===== src/rtl/qed_issue_scheduler.sv =====
// Issue scheduler for QED self-consistency checking: interleaves originals, queued duplicates and NOPs.
// Optional macro QED_MAX_LEAD_EN adds MAX_LEAD, a cap on how far originals may run ahead of duplicates.
module qed_issue_scheduler #(
    parameter int          DEPTH        = 8,
    parameter int          CNT_W        = 8,
    parameter int          DRAIN_CYCLES = 5,
    parameter logic [31:0] NOP_INSTR    = 32'h00000013
`ifdef QED_MAX_LEAD_EN
    , parameter int        MAX_LEAD     = 4
`endif
) (
    input  logic             clk,
    input  logic             rst,
    input  logic             fetch_valid,
    input  logic [31:0]      fetch_instr,
    input  logic [31:0]      fetch_dup_instr,
    output logic             fetch_ready,
    input  logic             exec_dup,
    input  logic             stall,
    output logic [31:0]      issue_instr,
    output logic             issue_is_dup,
    output logic [CNT_W-1:0] qed_num_orig,
    output logic [CNT_W-1:0] qed_num_dup,
    output logic             qed_check_valid,
    output logic             sif_commit,
    output logic             sif_commit_pulsed,
    output logic [1:0]       sif_state,
    output logic             cnt_overflow
);

    localparam int IDX_W = $clog2(DEPTH);
    localparam int PTR_W = IDX_W + 1;
    localparam int DRN_W = $clog2(DRAIN_CYCLES + 1);
    localparam logic [CNT_W-1:0] CNT_MAX = '1;

    typedef enum logic [1:0] {
        S_IDLE  = 2'd0,
        S_RUN   = 2'd1,
        S_DRAIN = 2'd2,
        S_CHECK = 2'd3
    } sif_state_t;

    logic [31:0]      mem [DEPTH];
    logic [PTR_W-1:0] head;
    logic [PTR_W-1:0] tail;
    logic [DRN_W-1:0] drain;
    sif_state_t       state;
    logic             empty;
    logic             full;
    logic             at_limit;
    logic             do_pop;
    logic             do_push;
    logic             counts_equal;

    assign empty = (head == tail);
    assign full  = (head[IDX_W] != tail[IDX_W]) && (head[IDX_W-1:0] == tail[IDX_W-1:0]);

`ifdef QED_MAX_LEAD_EN
    logic [PTR_W-1:0] occupancy;
    assign occupancy = tail - head;
    assign at_limit  = full || (occupancy >= PTR_W'(MAX_LEAD));
`else
    assign at_limit  = full;
`endif

    // fetch side is valid/ready: an original transfers on a cycle where fetch_valid and
    // fetch_ready are both high; fetch_ready never depends on fetch_instr and is low in stall/reset.
    assign do_pop      = !rst && !stall && (at_limit || (exec_dup && !empty));
    assign do_push     = !rst && !stall && !do_pop && fetch_valid;
    assign fetch_ready = do_push;

    assign counts_equal    = (qed_num_orig == qed_num_dup);
    assign qed_check_valid = counts_equal && (qed_num_orig != '0) && empty &&
                             (drain == '0) && !cnt_overflow;
    assign sif_commit      = (state == S_CHECK);
    assign sif_state       = state;

    // Queue storage needs no reset: only entries between head and tail are ever read.
    always_ff @(posedge clk) begin
        if (do_push) begin
            mem[tail[IDX_W-1:0]] <= fetch_dup_instr;
        end
    end

    always_ff @(posedge clk) begin
        if (rst) begin
            head              <= '0;
            tail              <= '0;
            drain             <= '0;
            qed_num_orig      <= '0;
            qed_num_dup       <= '0;
            cnt_overflow      <= 1'b0;
            issue_instr       <= NOP_INSTR;
            issue_is_dup      <= 1'b0;
            sif_commit_pulsed <= 1'b0;
            state             <= S_IDLE;
        end else begin
            sif_commit_pulsed <= 1'b0;

            if (do_pop) begin
                issue_instr  <= mem[head[IDX_W-1:0]];
                issue_is_dup <= 1'b1;
                head         <= head + PTR_W'(1);
                drain        <= DRN_W'(DRAIN_CYCLES);
                if (qed_num_dup == CNT_MAX) cnt_overflow <= 1'b1;
                else                        qed_num_dup  <= qed_num_dup + CNT_W'(1);
            end else if (do_push) begin
                issue_instr  <= fetch_instr;
                issue_is_dup <= 1'b0;
                tail         <= tail + PTR_W'(1);
                drain        <= DRN_W'(DRAIN_CYCLES);
                if (qed_num_orig == CNT_MAX) cnt_overflow <= 1'b1;
                else                         qed_num_orig <= qed_num_orig + CNT_W'(1);
            end else begin
                // A stall holds the last issued instruction; otherwise a bubble goes out.
                if (!stall) begin
                    issue_instr  <= NOP_INSTR;
                    issue_is_dup <= 1'b0;
                end
                if (drain != '0) drain <= drain - DRN_W'(1);
            end

            case (state)
                S_IDLE: begin
                    if (do_push) state <= S_RUN;
                end
                S_RUN: begin
                    if (!do_push && empty && counts_equal) state <= S_DRAIN;
                end
                S_DRAIN: begin
                    if (do_push) begin
                        state <= S_RUN;
                    end else if (qed_check_valid) begin
                        state             <= S_CHECK;
                        sif_commit_pulsed <= 1'b1;
                    end
                end
                S_CHECK: begin
                    if (do_push) state <= S_RUN;
                end
                default: state <= S_IDLE;
            endcase
        end
    end

endmodule


===== config.mk =====
export PLATFORM = sky130hd
export DESIGN_NAME = qed_issue_scheduler
export DESIGN_NICKNAME = d
export VERILOG_FILES = /design/src/rtl/qed_issue_scheduler.sv
export SDC_FILE = /design/constraint.sdc
export NUM_CORES = 1
export LEC_CHECK = 0
export ABC_CLOCK_PERIOD_IN_PS = 5050
export CELL_PAD_IN_SITES_DETAIL_PLACEMENT = 1
export CELL_PAD_IN_SITES_GLOBAL_PLACEMENT = 1
export CORE_MARGIN = 1
export CORE_UTILIZATION = 35
export CTS_BUF_LIST = sky130_fd_sc_hd__clkbuf_4 sky130_fd_sc_hd__clkbuf_8
export DETAILED_ROUTE_END_ITERATION = 8
export GPL_TIMING_DRIVEN = 0
export PLACE_DENSITY = 0.75
export SYNTH_ARGS = -nofsm -noshare
export SYNTH_HDL_FRONTEND = slang
export SYNTH_SLANG_ARGS = --single-unit

===== constraint.sdc =====
create_clock -name clk -period 5.05 [get_ports clk]
set_clock_uncertainty 0.2 [all_clocks]
set_input_delay 0.505 -clock clk [delete_from_list [all_inputs] [get_ports clk]]
set_output_delay 0.505 -clock clk [all_outputs]
set_load 0.02 [all_outputs]

==> metrics.txt <==
outcome=finished, final reports clean; Final Max Tran Viols=0; max-cap violations=0; CTS clock-pin slew for the worst setup and hold paths=0.06 ns; top_reg_cell synth=edfxtp_1; Crit Path Category=reg2out; placed insts=1322; Max Root-Sink Buffers=3; syn_area_per_cell=17.74 sq um; hold crit path type=reg2reg; Mapped Area=12650 sq um; number of placement rows=69; vias in the first global route=7989; drt via density=5.245; Worst-Skew Late Latency=0.58 ns; cell area after layout=15990 sq um; core area=35570 sq um; most frequent cells in the layout=256 x edfxtp_1, 123 x clkdlybuf4s50_1, 67 x dfxtp_1, 64 x mux4_2, 60 x clkbuf_8; GP Congestion=0.7344; initial antenna violation count=2; Final HPWL DP=21910 um; Yosys warning total=0; initial core utilization=0.3555; I/O pin total=125; hold_buf cts=0; f_max=0.2577 GHz; final hold violations=0; Critical Path RT=4.35 ns; pwr dens=368.4 nW/um^2; count of input and output buffers=123; largest net degree at the start of global routing=23; root buf cell=clkbuf_8; die area=36890 sq um; synth unique cells=50; net count after synthesis=793; Starting DRT DRC Count=458; #FFs+latches synth=323; Startpoint Class=flip-flop; Remaining DRCs=0; Post-Route WL=31870 um; Crit Path Max Fanout=10; DR vias=7453; leakage=5.240 nW; Setup crit end kind=primary output; CTS Sinks=323; EDFF count, synth=256; total CTS buffers=52; fraction of layout cells with a size suffix above 1=0.2513; synthesized instance count=713; Final Critical Period=3.881 ns; GRT Residual Overflow=0; worst vdd ir=0.2376 mV; fin cells=1421; Fin Setup TNS=0 ns; Async SR Flop Fraction=0; P&R area growth vs syn=26.46%; register area share after synthesis=0.7140; post-route antenna net violation count=0; placed inst area=14820 sq um; most common cell after layout, fill and taps aside=edfxtp_1; CP arrival=3.18 ns; drt first pass iters=8; H-Tree Depth=2; Worst Tran Pin Value=0.9437 ns; all-layer global routing usage=0.1749; Setup-failing EPs final=0; Post-CTS Setup Inserts=0; final net count=995; width of the die=192.1 um; post-DR wirelength/cell=22.43 um; Final period util=0.7686; CTS tree=built; first-pass GRT wire length=47900 um; normalized max-slew margin=0.3675; die height=192.1 um; Worst Hold Slack=0.2986 ns; RSZ-0062 raised after global routing=no; post-CTS resize count=0
## layout make-up
type / instances / area, sq um
fill: 3504 / 19580
sequential: 323 / 9029
multi-input combinational: 327 / 3407
timing repair buffer: 148 / 1541
clock buffer: 74 / 930.9
tap: 461 / 576.8
clock inverter: 24 / 239.0
buffer: 46 / 201.4
inverter: 17 / 63.81
antenna: 1 / 2.502
## power breakdown
| part | internal (W) | total [W] | switching, W |
|---|---|---|---|
| registers | 0.00292 | 0.00295 | 0.0000317 |
| clock network | 0.00141 | 0.00246 | 0.00105 |
| logic | 0.000229 | 0.000481 | 0.000252 |
## cell families after synthesis
family / synth area share
buffers and inverters: 0.02098
AND/OR/NAND/NOR: 0.04690
flip-flops: 0.7140
XOR/XNOR: 0.01039
adder cells (fa/ha/maj): 0.01088
AO/OA/AOI/OAI: 0.05204
multiplexers: 0.1449
## critical path, stage by stage (launching register included)
cell	delay [ns]
dfxtp_1	0.32
buf_2	0.19
xor2_1	0.20
nor3_2	0.33
mux2_2	0.48
inv_2	0.09
buf_2	0.32
clkdlybuf4s50_1	0.68
## final timing paths
path           startpoint      endpoint  slack [ns]  cells after the start
min reg2reg  issue_is_dup  issue_is_dup        0.30                      2
max reg2reg       tail[0]    mem[1][29]        1.37                      9
max               tail[0]   fetch_ready        1.17                      7
min          issue_is_dup  issue_is_dup        0.30                      2
## synth_stat cells, types with 2 or more instances
cell	instances	share of area
edfxtp_1	256	0.61
dfxtp_1	67	0.11
mux4_2	64	0.11
nor2_1	42	0.012
mux2_2	32	0.028
a222oi_1	29	0.023
clkbuf_1	27	0.0080
nand2_1	18	0.0053
a21oi_1	17	0.0067
buf_2	17	0.0067
inv_1	16	0.0047
nand3_1	12	0.0047
xor2_1	12	0.0083
ha_1	11	0.011
o21ai_0	9	0.0036
nor3_1	8	0.0032
nor4_1	7	0.0035
or4_1	7	0.0042
nor2b_1	5	0.0025
a211oi_1	4	0.0024
and3_1	4	0.0020
o311ai_0	4	0.0028
o31ai_1	4	0.0024
and4_1	3	0.0021
mux2i_1	3	0.0024
o22ai_1	3	0.0015
xnor2_1	3	0.0021
a211o_1	2	0.0014
nand2b_1	2	0.00099
nor3b_1	2	0.0012
o311a_1	2	0.0016
o41ai_1	2	0.0014
or3_1	2	0.00099
## sequential cells by signal, summed over array words and instances, names as in the netlist, 2 cells and up, named ones only
| name | flops |
|---|---|
| issue_instr | 32 |
| sif_state | 2 |
| qed_num_dup | 8 |
| tail | 4 |
| head | 4 |
| mem | 256 |
| drain | 3 |
| qed_num_orig | 8 |
## per-layer routing
layer	part of all wire	wire length [um]	GRT usage
met1	0.43	13800	0.2258
met5	0.00041	13	0
met4	0.018	589	0.04936
met3	0.056	1793	0.03526
met2	0.49	15680	0.2980
## metrics by stage
stage	utilization	power, W	setup WS (ns)
global route	0.4495	0.006101	0.9919
floorplan	-	0.003266	0.2931
detailed placement	0.4166	0.003490	0.7564
CTS	0.4495	0.005957	1.127
global placement	0.4065	0.003463	-2.899
finish	0.4496	0.005891	1.169
Power figures use the tool's default switching activity.
